### src/rtl/iomem_timer_pkg.sv
// Shared register map and bit positions for the iomem timer peripheral.
package iomem_timer_pkg;

  // Register offsets inside the 256-byte window (addr[1:0] ignored).
  localparam logic [7:0] TMR_CTRL     = 8'h00;
  localparam logic [7:0] TMR_PRESCALE = 8'h04;
  localparam logic [7:0] TMR_LOAD     = 8'h08;
  localparam logic [7:0] TMR_COUNT    = 8'h0C;
  localparam logic [7:0] TMR_STATUS   = 8'h10;

  // CTRL bit indices.
  localparam int unsigned CTRL_EN = 0;
  localparam int unsigned CTRL_AR = 1;
  localparam int unsigned CTRL_IE = 2;

  // STATUS bit indices.
  localparam int unsigned STATUS_EXP = 0;

  // Merge write data into an existing word, honouring each byte strobe.
  function automatic logic [31:0] apply_wstrb(input logic [31:0] old_val,
                                              input logic [31:0] wdata,
                                              input logic [3:0]  wstrb);
    logic [31:0] r;
    r = old_val;
    for (int unsigned i = 0; i < 4; i++) begin
      if (wstrb[i]) r[i*8 +: 8] = wdata[i*8 +: 8];
    end
    return r;
  endfunction

endpackage

### src/rtl/iomem_timer_prescaler.sv
// Programmable prescaler: emits a one-cycle tick every (div+1) enabled cycles.
module timer_prescaler (
  input  logic        clk,
  input  logic        rst,
  input  logic        en,
  input  logic        clr,
  input  logic [15:0] div,
  output logic        tick
);

  logic [15:0] pcnt;

  assign tick = en & (pcnt == div);

  // Prescale counter: held at 0 while disabled or cleared, wraps on tick.
  always_ff @(posedge clk or posedge rst) begin
    if (rst) begin
      pcnt <= '0;
    end else if (!en || clr) begin
      pcnt <= '0;
    end else if (pcnt == div) begin
      pcnt <= '0;
    end else begin
      pcnt <= pcnt + 16'd1;
    end
  end

endmodule

### src/rtl/iomem_timer.sv
// 32-bit down-counting timer on the iomem bus with prescaler, auto-reload,
// sticky expiry flag and registered level interrupt.
module iomem_timer
  import iomem_timer_pkg::*;
#(
  parameter logic [31:0] BASE_ADDR      = 32'h0300_0000,
  parameter logic [15:0] RESET_PRESCALE = 16'h0000,
  parameter logic [31:0] RESET_LOAD     = 32'hFFFF_FFFF
) (
  input  logic        clk,
  input  logic        rst,
  input  logic        iomem_valid,
  output logic        iomem_ready,
  input  logic [3:0]  iomem_wstrb,
  input  logic [31:0] iomem_addr,
  input  logic [31:0] iomem_wdata,
  output logic [31:0] iomem_rdata,
  output logic        irq
);

  logic        en, ar, ie, exp;
  logic [15:0] prescale;
  logic [31:0] load, count;

  logic        hit, sel, wr, rd, tick, expire, pclr;
  logic [7:0]  off;
  logic [31:0] rd_val, wd_prescale, wd_load, wd_count;
  logic        unused_bits;

  assign off    = {iomem_addr[7:2], 2'b00};
  assign hit    = (iomem_addr[31:8] == BASE_ADDR[31:8]);
  assign sel    = iomem_valid & hit & ~iomem_ready;
  assign wr     = sel & (|iomem_wstrb);
  assign rd     = sel & ~(|iomem_wstrb);
  assign expire = tick & (count == '0);

  assign wd_prescale = apply_wstrb({16'h0000, prescale}, iomem_wdata, iomem_wstrb);
  assign wd_load     = apply_wstrb(load, iomem_wdata, iomem_wstrb);
  assign wd_count    = apply_wstrb(count, iomem_wdata, iomem_wstrb);

  // Prescaler restarts from zero when a CTRL write turns EN on.
  assign pclr = wr & (off == TMR_CTRL) & iomem_wstrb[0] & iomem_wdata[CTRL_EN] & ~en;

  assign unused_bits = &{1'b0, iomem_addr[1:0], wd_prescale[31:16]};

  timer_prescaler u_prescaler (
    .clk  (clk),
    .rst  (rst),
    .en   (en),
    .clr  (pclr),
    .div  (prescale),
    .tick (tick)
  );

  // Read mux over the register map; unmapped offsets read 0.
  always_comb begin
    rd_val = '0;
    case (off)
      TMR_CTRL: begin
        rd_val[CTRL_EN] = en;
        rd_val[CTRL_AR] = ar;
        rd_val[CTRL_IE] = ie;
      end
      TMR_PRESCALE: rd_val[15:0] = prescale;
      TMR_LOAD:     rd_val = load;
      TMR_COUNT:    rd_val = count;
      TMR_STATUS:   rd_val[STATUS_EXP] = exp;
      default:      rd_val = '0;
    endcase
  end

  // Bus handshake, registers and counter. Bus writes are placed after the
  // counter update so they take priority; the expiry set is placed after the
  // W1C so a simultaneous expiry keeps EXP high.
  always_ff @(posedge clk or posedge rst) begin
    if (rst) begin
      iomem_ready <= 1'b0;
      iomem_rdata <= '0;
      irq         <= 1'b0;
      en          <= 1'b0;
      ar          <= 1'b0;
      ie          <= 1'b0;
      exp         <= 1'b0;
      prescale    <= RESET_PRESCALE;
      load        <= RESET_LOAD;
      count       <= '0;
    end else begin
      iomem_ready <= sel;
      iomem_rdata <= rd ? rd_val : '0;
      irq         <= exp & ie;

      if (tick) begin
        if (count != '0) begin
          count <= count - 32'd1;
        end else if (ar) begin
          count <= load;
        end else begin
          en <= 1'b0;
        end
      end

      if (wr && off == TMR_CTRL && iomem_wstrb[0]) begin
        en <= iomem_wdata[CTRL_EN];
        ar <= iomem_wdata[CTRL_AR];
        ie <= iomem_wdata[CTRL_IE];
      end
      if (wr && off == TMR_PRESCALE) prescale <= wd_prescale[15:0];
      if (wr && off == TMR_LOAD)     load     <= wd_load;
      if (wr && off == TMR_COUNT)    count    <= wd_count;

      if (wr && off == TMR_STATUS && iomem_wstrb[0] && iomem_wdata[STATUS_EXP]) exp <= 1'b0;
      if (expire) exp <= 1'b1;
    end
  end

endmodule

### config.mk
export PLATFORM = sky130hd
export DESIGN_NAME = iomem_timer
export DESIGN_NICKNAME = d
export VERILOG_FILES = /design/src/rtl/iomem_timer_pkg.sv /design/src/rtl/iomem_timer_prescaler.sv /design/src/rtl/iomem_timer.sv
export SDC_FILE = /design/constraint.sdc
export NUM_CORES = 1
export LEC_CHECK = 0
export ABC_CLOCK_PERIOD_IN_PS = 5100
export BUFFER_PORTS_ARGS = -buffer_cell sky130_fd_sc_hd__buf_2
export CORE_UTILIZATION = 58
export CTS_CLUSTER_SIZE = 12
export DETAILED_ROUTE_END_ITERATION = 12
export MAX_ROUTING_LAYER = met4
export PLACE_DENSITY = 0.9
export SLEW_MARGIN = 20
export SYNTH_ARGS = -nofsm -noshare
export SYNTH_HDL_FRONTEND = slang
export SYNTH_SLANG_ARGS = --single-unit
export TNS_END_PERCENT = 100
### constraint.sdc
create_clock -name clk -period 5.1 [get_ports clk]
set_clock_uncertainty 0.1 [all_clocks]
set_input_delay 0.51 -clock clk [delete_from_list [all_inputs] [get_ports clk]]
set_output_delay 0.51 -clock clk [all_outputs]
set_load 0.005 [all_outputs]
# ---- After elaboration in Yosys (flattened, before gate mapping)
# Cells that the tools add are included.
dict set report word_totals {
  reg_bits 134
  input_bits 71
  out_inout_bits 34
  wordCells 96
}
dict set report op_classes {
  n_addsub 2
  n_eq_ne 12
  n_mux 21
  bitwise 14
  n_reduce_logical 29
}
# cell count
set ops {}
lappend ops {{2-to-1 mux 32 bit} 5}
lappend ops {{one-hot mux 13 bit (3 select lines)} 1}
lappend ops {{logical NOT 32 bit} 1}
lappend ops {{2-to-1 mux 16 bit} 2}
lappend ops {{2-to-1 mux 8 bit} 4}
lappend ops {{one-hot mux 16 bit (2 select lines)} 1}
lappend ops {{nonzero test 32 bit} 1}
lappend ops {{subtractor 32 x 1 -> 32 bit (second input constant)} 1}
lappend ops {{equality test 24 x 18 -> 1 bit (second input constant)} 1}
lappend ops {{adder 16 x 1 -> 16 bit (second input constant)} 1}
lappend ops {{equality test 16 bit} 1}
lappend ops {{AND reduction 3 bit} 5}
lappend ops {{equality test 6 x 2 -> 1 bit (second input constant)} 2}
lappend ops {{AND reduction 2 bit} 6}
lappend ops {{bitwise AND 1 bit} 11}
lappend ops {{logical AND 1 bit} 8}
lappend ops {{logical NOT 8 bit} 1}
lappend ops {{!= test 2 bit (second input constant)} 4}
lappend ops {{one-hot mux 2 bit (4 select lines)} 1}
lappend ops {{equality test 6 x 1 -> 1 bit (second input constant)} 1}
lappend ops {{equality test 6 x 3 -> 1 bit (second input constant)} 1}
lappend ops {{2-to-1 mux 1 bit} 6}
lappend ops {{nonzero test 2 bit} 3}
lappend ops {{one-hot mux 1 bit (5 select lines)} 1}
lappend ops {{other kinds (6)} 9}

# ---- Logic depth before layout (Yosys ltp)
dict set report logic_depth {
  ltp_word 10
  ltp_mapped 9
  depth_no_buf 8
}

# ---- Hierarchy
# From an unflattened synthesis, not the netlist that was laid out.
dict set report hier_totals {
  cells_unflattened 703
  area_unflattened_um2 7314.5
}
# module n_inst cells_per_inst area_per_inst_um2 seq_area_each_um2
set by_module_without_submodules {}
lappend by_module_without_submodules {iomem_timer 1 599 6312.3 2992.9}
lappend by_module_without_submodules {timer_prescaler 1 104 1002.2 400.4}

# ---- Worst setup path after synthesis
# OpenSTA, ideal clock, no wires.
dict set report synth_timing {
  kind {register to register}
  startpoint {reg count[26]}
  endpoint {reg count[0]}
  setup_ns 0.119
  t_arrival_ns 2.633
  t_required_ns 4.881
  slack_ns 2.249
  path_stages_with_launch 8
  path_buffers 1
  period_less_slack_ns 2.851
  path_cell_list {dfrtp_1 or4_4 or4b_4 or3_1 buf_6 mux2_4 o32a_1 o21a_1}
}
dict set report synth_via {
  elab_chain_cells 4
  elab_cells_between_ends 6
  cone_classes {mux: 3; reduce/logical: 3}
}
# element line_no
set synth_rtl {}
lappend synth_rtl {{from (decl)} iomem_timer.sv:23} ;# logic [31:0] load, count;
lappend synth_rtl {{from (signal assigned)} iomem_timer.sv:94} ;# count <= count - 32'd1;
lappend synth_rtl {{from (signal assigned)} iomem_timer.sv:96} ;# count <= load;
lappend synth_rtl {{from (signal assigned)} iomem_timer.sv:109} ;# if (wr && off == TMR_COUNT) count <= wd_count;
lappend synth_rtl {{nonzero test 32 bit *} iomem_timer.sv:93} ;# if (count != '0) begin
lappend synth_rtl {{2-to-1 mux 32 bit} iomem_timer.sv:93}
lappend synth_rtl {{2-to-1 mux 32 bit} iomem_timer.sv:92} ;# if (tick) begin
lappend synth_rtl {{2-to-1 mux 32 bit} iomem_timer.sv:109}
# Every way passes the cells marked *; elsewhere a longest branch is shown, timed or not. The select of a mux whose other input is x is not followed.
# A chain may end at the register's enable or synchronous reset.

# ---- Worst setup path after layout
dict set report layout_timing {
  startpoint {reg count[26]}
  endpoint {reg count[5]}
}
# The elaborated chain is that of the path after synthesis.

==> flow_summary.yaml <==
run_status:
  outcome: "complete, no violations"
placed_design:
  routabilityCongestion: 0.880
  dp_hpwl_mm: 12.5
  port_buffers: 102
  dp_cells: 891
  place_ws_ns: 1.47
global_routing:
  first_global_vias: 6044
  grt-busiest-layer: "met2"
  grt_max_degree: 91
  grt_util_all_layers: 0.323
  antenna_found_initial: 0
  grt_pass1_wl_mm: 30.4
  use_met2: 0.522
  met1_usage: 0.391
  grtUsageMet3: 0.0578
  overflow: 0
setup_path:
  cp_data_arrival_time_ns: 3.79
  r2r-start: "count[26]"
  crit_type: "reg2reg"
  cp_max_fo: 33
  required_ns: 5.32
  cp-start-kind: "register"
  path_cells: "or4_4 -> or4b_4 -> or3_2 -> buf_4 -> mux2i_1 -> o21ai_0 -> mux2_2"
  cpMaxStageDelayCell: "or3_2"
  end_kind: "register"
  crit_buf_inv: 1
  worstSetupStartpoint: "count[26]"
  cpLargestDelayFamily: "simple AND/OR/NAND/NOR gates"
  cpPeakStageDelay_ns: 0.75
power_and_ir_drop:
  vdd_drop_max_v: 0.000263
  leakagePower_uw: 0.00378
  p_per_area_mw_per_mm2: 287
routing:
  wl_per_cell_um: 20.3
  drt_iter0_markers: 534
  dr_total_vias: 5952
  first_pass_iters: 5
  totalWireLength_mm: 18.7
  antenna_left: 0
  drc_errors: 0
  vias_per_cell: 6.45
yosys:
  synth_area_mm2: 0.00711
  ys_ff_latch: 134
  ys_types: 58
  synth_cells: 670
  ys.flop_type: "dfrtp_1"
  synth_area_per_cell_um2: 10.6
  syn_nets: 744
  synth_edf_count: 0
  ys_warn_count: 0
  async_flop_share: 1.00
  synth-seq-area-share: 0.477
sta:
  rsz0062_at_grt: "false"
  setup_slack_ns: 1.54
  fmax_mhz: 281
  setup-violations-final: 0
  tightest_slew_ns: 0.930
  fin_crit_ns: 3.56
  drv_slew: 0
  tns_ns: 0
  hold_viol: 0
  period_share: 0.698
  slew_headroom: 0.380
clock_network:
  ctsHtreeMaxLevel: 4
  cts-root-buf: "clkbuf_16"
  clk_path_buf_depth: 2
  cts_tree: "yes"
  cts_buffers: 17
  cts_post_setup_buffers_inserted: 0
  clock_latency_ns: 0.44
  cts.repair.resized: 0
  cts_hold_buf: 0
  clk_pin_slew_ns: 0.06
  clock-sinks: 134
final_layout:
  final_util: 0.695
  instances_no_fill: 923
  regArea_mm2: 0.00339
  drive_gt1_frac: 0.349
  final_cell_mix: "102 x dfrtp_1, 102 x buf_2, 83 x mux2_2, 63 x nor2_1, 50 x nand2_1"
  fill_cells: 859
  nets: 837
  areaGrowthSynthToFinish_pct: 16.8
  num_antenna_cells: 0
  multiInputGateArea_mm2: 0.00352
die:
  start_util: 0.595
  num_rows: 40
  core_area_mm2: 0.0120
  dieArea_mm2: 0.0127
  io_pins: 105
  die_h_um: 113
  die_w_um: 113
hold_path:
  hold_class: "in2async"
flow_run:
  maxCapViolations: 0
-- flip-flops by register name, summed over array words and instances, names as in the netlist --
signal / count
en: 1
ie: 1
irq: 1
load: 32
ar: 1
count: 32
exp: 1
prescale: 16
iomem_ready: 1
u_prescaler.pcnt: 16
iomem_rdata: 32
-- through the flow --
step	hold slack, ns	cell area (um^2)	power (uW)
CTS	0.210	8310	2390
global placement	0.383	7700	1160
detailed placement	0.402	7710	1170
finish	0.129	8310	2390
global route	0.211	8310	2450
floorplan	0.360	7110	1120
-- cell type report --
cell class                 instances  area share
clock buffer                      19      0.0545
clock inverter                    13      0.0173
inverter                          13     0.00647
multi-input combinational        488       0.424
sequential                       134       0.408
tap                              147      0.0221
timing repair buffer             109      0.0678
-- routing by layer --
layer  share of wire  vias up
met5               0        -
li1                -     2655
met1            0.40     2938
met2            0.49      297
met4           0.032        0
met3           0.073       62
-- cell families after synthesis --
kind of cell	count (synthesis)	share of synthesized area
AOI/OAI and AO/OA	114	0.109
xor gates and xnor gates	46	0.0566
adders and majority gates	3	0.00528
buffers and inverters	48	0.0299
DFF	134	0.477
muxes	102	0.159
and+or+nand+nor	223	0.163
-- path summary, 6_finish.rpt --
| path | depth (start not counted) | endpoint | slack [ns] |
|---|---|---|---|
| max | 7 | count[5] | 1.54 |
| min | 2 | u_prescaler.pcnt[2] | 0.13 |
| max reg2reg | 7 | count[5] | 1.54 |
| min reg2reg | 1 | irq | 0.41 |
| max in group asynchronous | 3 | iomem_rdata[27] | 3.66 |
| min in group clk | 2 | load[21] | 0.22 |
-- cells in the mapped netlist (all sizes together), types with 2 or more instances --
cell type,number,area (um^2)
dfstp,32,841
nand2,53,206
a22oi,31,233
a31o,2,17.5
buf,14,83.8
and2,2,12.5
o31ai,7,52.6
o21a,3,22.5
mux2,84,950
inv,13,48.8
nand4,10,62.6
nor3b,5,37.5
nand4b,3,26.3
nor3,6,30.0
xor2,30,263
o211ai,4,30.0
o41ai,5,43.8
xnor2,16,140
and4,7,63.8
o21ai,35,175
o211a,2,20.0
or4,11,86.3
a31oi,6,37.5
a21o,3,22.5
mux2i,18,180
and3,10,62.6
nor2,63,236
nand3,16,80.1
dfrtp,102,2550
ha,3,37.5
a21oi,5,25.0
nor4,23,150
o32a,2,20.0
or3,6,37.5
a2bb2oi,4,35.0
clkbuf,21,80.1
-- where the power goes --
part | leakage, uW | switching (uW) | internal (uW)
combinational | 0.00183 | 54.2 | 30.6
clock | 0.000283 | 488 | 748
sequential | 0.00166 | 0.0000392 | 1060
total | 0.00378 | 542 | 1840
No activity file was read; power rests on OpenSTA's default activity.
